[config.mk]
export PLATFORM = sky130hd
export DESIGN_NAME = fifo_uart_tx
export DESIGN_NICKNAME = d
export VERILOG_FILES = /design/src/rtl/fifo_uart_pkg.sv /design/src/rtl/uart_bit_timer.sv /design/src/rtl/fifo_uart_tx.sv
export SDC_FILE = /design/constraint.sdc
export NUM_CORES = 1
export LEC_CHECK = 0
export ABC_AREA = 1
export BUFFER_PORTS_ARGS = -buffer_cell sky130_fd_sc_hd__buf_2
export CAP_MARGIN = 10
export CORE_ASPECT_RATIO = 1.5
export CORE_MARGIN = 4
export CORE_UTILIZATION = 48
export DETAILED_ROUTE_END_ITERATION = 10
export PLACE_DENSITY = 0.68
export SYNTH_ARGS = -nofsm -noshare
export SYNTH_HDL_FRONTEND = slang
export SYNTH_SLANG_ARGS = --single-unit
[constraint.sdc]
create_clock -name in_clock -period 2.96 [get_ports in_clock]
set_clock_uncertainty 0.05 [all_clocks]
set_input_delay 0.444 -clock in_clock [delete_from_list [all_inputs] [get_ports in_clock]]
set_output_delay 0.444 -clock in_clock [all_outputs]
set_load 0.05 [all_outputs]
[src/rtl/fifo_uart_pkg.sv]
// Shared definitions for the FIFO-fed UART transmitter: FSM encoding and default timing.
package fifo_uart_pkg;

    typedef enum logic [2:0] {
        ST_IDLE   = 3'd0,
        ST_LOAD   = 3'd1,
        ST_START  = 3'd2,
        ST_DATA   = 3'd3,
        ST_PARITY = 3'd4,
        ST_STOP   = 3'd5
    } uart_state_e;

    localparam int DEF_CLKS_PER_BIT = 16;
    localparam int DEF_STOP_BITS    = 1;

endpackage

[src/rtl/uart_bit_timer.sv]
// Serial bit-period timer: counts 0..CLKS_PER_BIT-1, ticks on terminal count.
module uart_bit_timer
    import fifo_uart_pkg::*;
#(
    parameter int CLKS_PER_BIT = DEF_CLKS_PER_BIT
) (
    input  logic in_clock,
    input  logic in_reset,
    input  logic in_restart,
    output logic out_tick
);

    localparam int CW = (CLKS_PER_BIT > 2) ? $clog2(CLKS_PER_BIT) : 1;
    localparam logic [CW-1:0] TERM = CW'(CLKS_PER_BIT - 1);

    logic [CW-1:0] cnt_q, cnt_d;

    assign out_tick = (cnt_q == TERM);

    always_comb begin
        cnt_d = cnt_q + CW'(1);
        if (in_restart || out_tick) cnt_d = '0;
    end

    always_ff @(posedge in_clock or posedge in_reset) begin
        if (in_reset) cnt_q <= '0;
        else          cnt_q <= cnt_d;
    end

endmodule

[src/rtl/fifo_uart_tx.sv]
// Drains a synchronous FIFO via take/empty and serialises each word as a UART frame
// (start, LSB-first data, optional even parity, 1 or 2 stop bits).
module fifo_uart_tx
    import fifo_uart_pkg::*;
#(
    parameter int DATA_WIDTH   = 8,
    parameter int CLKS_PER_BIT = DEF_CLKS_PER_BIT,
    parameter int PARITY_EN    = 0,
    parameter int STOP_BITS    = DEF_STOP_BITS
) (
    input  logic                  in_clock,
    input  logic                  in_reset,
    input  logic                  in_enable,
    input  logic                  in_empty,
    input  logic [DATA_WIDTH-1:0] in_data,
    output logic                  out_take,
    output logic                  out_tx,
    output logic                  out_busy
);

    // Index counter is shared between data bits and stop bits.
    localparam int IW = (DATA_WIDTH > 2) ? $clog2(DATA_WIDTH) : 1;
    localparam logic [IW-1:0] LAST_BIT  = IW'(DATA_WIDTH - 1);
    localparam logic [IW-1:0] LAST_STOP = IW'(STOP_BITS - 1);

    uart_state_e           state_q, state_d;
    logic [DATA_WIDTH-1:0] shift_q, shift_d;
    logic                  parity_q, parity_d;
    logic [IW-1:0]         idx_q, idx_d;
    logic                  tx_q, tx_d;
    logic                  tick;
    logic                  restart;

    assign out_take = (state_q == ST_IDLE) & in_enable & ~in_empty & ~in_reset;
    assign out_busy = (state_q != ST_IDLE);
    assign out_tx   = tx_q;
    assign restart  = (state_d != state_q);

    uart_bit_timer #(.CLKS_PER_BIT(CLKS_PER_BIT)) u_timer (
        .in_clock   (in_clock),
        .in_reset   (in_reset),
        .in_restart (restart),
        .out_tick   (tick)
    );

    always_comb begin
        state_d  = state_q;
        shift_d  = shift_q;
        parity_d = parity_q;
        idx_d    = idx_q;
        unique case (state_q)
            ST_IDLE: if (out_take) state_d = ST_LOAD;
            ST_LOAD: begin
                shift_d  = in_data;
                parity_d = ^in_data;
                idx_d    = '0;
                state_d  = ST_START;
            end
            ST_START: if (tick) state_d = ST_DATA;
            ST_DATA: if (tick) begin
                shift_d = shift_q >> 1;
                idx_d   = idx_q + IW'(1);
                if (idx_q == LAST_BIT) begin
                    idx_d   = '0;
                    state_d = (PARITY_EN != 0) ? ST_PARITY : ST_STOP;
                end
            end
            ST_PARITY: if (tick) state_d = ST_STOP;
            ST_STOP: if (tick) begin
                idx_d = idx_q + IW'(1);
                if (idx_q == LAST_STOP) begin
                    idx_d   = '0;
                    state_d = ST_IDLE;
                end
            end
            default: state_d = ST_IDLE;
        endcase

        // Line level is derived from the next state so the registered output lines up with it.
        tx_d = 1'b1;
        case (state_d)
            ST_START:  tx_d = 1'b0;
            ST_DATA:   tx_d = shift_d[0];
            ST_PARITY: tx_d = parity_d;
            default:   ;
        endcase
    end

    always_ff @(posedge in_clock or posedge in_reset) begin
        if (in_reset) begin
            state_q  <= ST_IDLE;
            shift_q  <= '0;
            parity_q <= 1'b0;
            idx_q    <= '0;
            tx_q     <= 1'b1;
        end else begin
            state_q  <= state_d;
            shift_q  <= shift_d;
            parity_q <= parity_d;
            idx_q    <= idx_d;
            tx_q     <= tx_d;
        end
    end

endmodule

==> metrics.csv <==
metric,value,unit
vdd_ir_drop_max,249.2,uV
synth.cell_area,0.001310,mm^2
crit_arrival,1.60,ns
routed_via_density,4.842,
register_to_register_setup_slack,1.23,ns
powerDensity,336.1,mW/mm^2
wire_length_of_the_first_global_routing_pass,4692,um
worst_pin_slew,0.7411,ns
pre_cts_setup_slack,1.214,ns
total_cts_buffers,3,
min-delay-path-class,input port to asynchronous set/reset pin,
number_of_iterations_in_the_first_detailed_routing_pass,4,
drcViolationCount,0,
yosysWarnings,0,
dieWidth,50.66,um
total_neg_setup_slack,0,ns
grt_setup_unrepaired,false,
clk_transition_reported_paths,0.12,ns
std_cell_core_area,0.002532,mm^2
fill_cells,257,
dp_hpwl,2038,um
netlist_top_cells_area,"sky130_fd_sc_hd__dfrtp_1, sky130_fd_sc_hd__nand2_1, sky130_fd_sc_hd__inv_1",
regToRegEndpoint,out_tx,
worstSetupStartpointType,register,
synthDistinctLibCells,28,
placement.cell_area,0.001398,mm^2
ys_seq_elements,20,
static-leakage-power,0.7778,nW
timing.final.max_slew_violations,0,
clkLatencyLatePin,0.31,ns
first_iter_violations,21,
cp.required,2.47,ns
area_taken_by_flip_flops_and_latches,501.7,um^2
ioPinCount,15,
timing_worst_setup_path_type,register to primary output,
hold_viol_final,0,
synth_cells,178,
r2r_start,state_q[0],
end_kind,primary output,
overall_power_after_layout,0.0004786,W
post_cts.repair.setup_buffers,0,
io_buffers,14,
place_congestion,0.8509,
grt_antenna_before_repair,0,
route.final.wire_length,2523,um
multi_input_area,683.2,um^2
maxCapViolCount,0,
outcome,"finished, final reports clean",
global_route_total_overflow,0,
layout-area-overhead-vs-synth,8.692,%
synth_flop_type,sky130_fd_sc_hd__dfrtp_1,
antenna_left,0,
post_route_non_filler_standard_cell_count,228,
drive_gt1_share,17.19,%
syn_nets,194,
start_util,51.73,%
ff2ff_path_depth,6,
grt_max_degree,21,
yosysMostFrequentCell,sky130_fd_sc_hd__nand2_1,
vias,1104,
grt_util_all_layers,16.44,%
slew_headroom,50.54,%
clock_tree_from_tritoncts,built,
hold_bufs_inserted_after_cts,0,
synth_commonest_cells,"sky130_fd_sc_hd__nand2_1, sky130_fd_sc_hd__inv_1, sky130_fd_sc_hd__dfrtp_1, sky130_fd_sc_hd__nor2_1",
critical_path.max_fanout,7,
finalSetupViolCount,0,
fmaxAchievable,0.4765,GHz
final.min_clock_period,2.099,ns
placement_rows,22,
finalNetCount,209,
post_cts_resized,0,
clock_tree.root_cell,sky130_fd_sc_hd__clkbuf_4,
netlist.top_cell.by_area,sky130_fd_sc_hd__dfrtp_1,
share_of_flip_flops_with_an_asynchronous_set_or_reset,100.0,%
die-height,71.99,um
edff_count_synth,0,
insertedDiodeCount,0,
clock_tree.htree_level_count,1,
final_cell_area,0.001424,mm^2
die_area,0.003646,mm^2
yosysTopAreaCellShare,36.29,%
place.detailed.instances,224,
syn_avg_cell_area,7.360,um^2
first_global_vias,1125,
setup_ws,0.8614,ns
synth_sequential_area_ratio,38.30,%
average_routed_wire_per_standard_cell,11.07,um
ctsLongestPathBuffers,2,
numClockSinks,20,
final_min_period_over_clock_period,70.90,%
## metrics by stage
| step | hold WS [ns] | util, % |
|---|---|---|
| floorplan | 0.3571 | - |
| global placement | 0.3957 | 55.19 |
| detailed placement | 0.4129 | 55.19 |
| CTS | 0.2307 | 56.23 |
| global route | 0.2666 | 56.23 |
| finish | 0.1979 | 56.23 |
## sequential cells by signal (all words and copies together) (netlist names)
name	flops
state_q	3
shift_q	8
out_tx	1
parity_q	1
u_timer.cnt_q	4
idx_q	3
## area by class of cell
| type | count | share of cell area [%] |
|---|---|---|
| multi-input cells | 128 | 47.98 |
| flip-flops and latches | 20 | 35.24 |
| inverters | 26 | 6.854 |
| repair buffers | 14 | 4.921 |
| well taps | 36 | 3.163 |
| clock buffers | 4 | 1.845 |
## metal layers
layer / routed length (um) / up-vias / global-route usage, % / part of all wire [%]
li1: - / 580 / - / -
met1: 1098 / 500 / 18.40 / 44
met2: 1302 / 20 / 31.10 / 52
met3: 82 / 4 / 1.848 / 3.3
met4: 40 / 0 / 6.287 / 1.6
met5: 0 / - / 0 / 0
## critical path: stages, from the launching register on
cell and delay (ns):
sky130_fd_sc_hd__dfrtp_1 0.49, sky130_fd_sc_hd__nor2_2 0.26, sky130_fd_sc_hd__nand2_2 0.11, sky130_fd_sc_hd__nor2_4 0.15, sky130_fd_sc_hd__buf_2 0.28
## power breakdown
group	switching [W]	internal (W)	leakage, nW
sequential	0.00000330	0.000281	0.246
clock	0.0000839	0.0000526	0.0150
combinational	0.0000357	0.0000222	0.517
total	0.000123	0.000356	0.778
## kinds of logic after synthesis
| kind of cell | count (synthesis) | share of synthesized area (%) |
|---|---|---|
| AO/OA/AOI/OAI | 16 | 8.118 |
| XOR/XNOR | 7 | 4.680 |
| adder cells (fa/ha/maj) | 4 | 3.821 |
| buffers and inverters | 30 | 9.550 |
| flip-flops | 20 | 38.30 |
| AND/OR/NAND/NOR | 101 | 35.53 |
## cells in the final DEF, fill, tap and decap left out, drive strengths merged, types with 4 or more instances in the layout
cell,n
nand3,9
a22oi,6
ha,4
inv,25
o21ai,6
clkbuf,4
nand2,60
dfrtp,19
nor2,26
buf,14
xnor2,4
## worst max path at each step
stage | startpoint | endpoint | slack (ns) | cells after the start
finish | state_q[2] | out_take | 0.86 | 4
global route | state_q[2] | out_take | 0.76 | 4
CTS | state_q[2] | out_take | 0.85 | 4
detailed placement | state_q[2] | out_take | 1.21 | 4
global placement | state_q[2] | out_take | 1.25 | 4
floorplan | state_q[2] | out_take | 1.18 | 3
(Power assumes the default switching activity.)
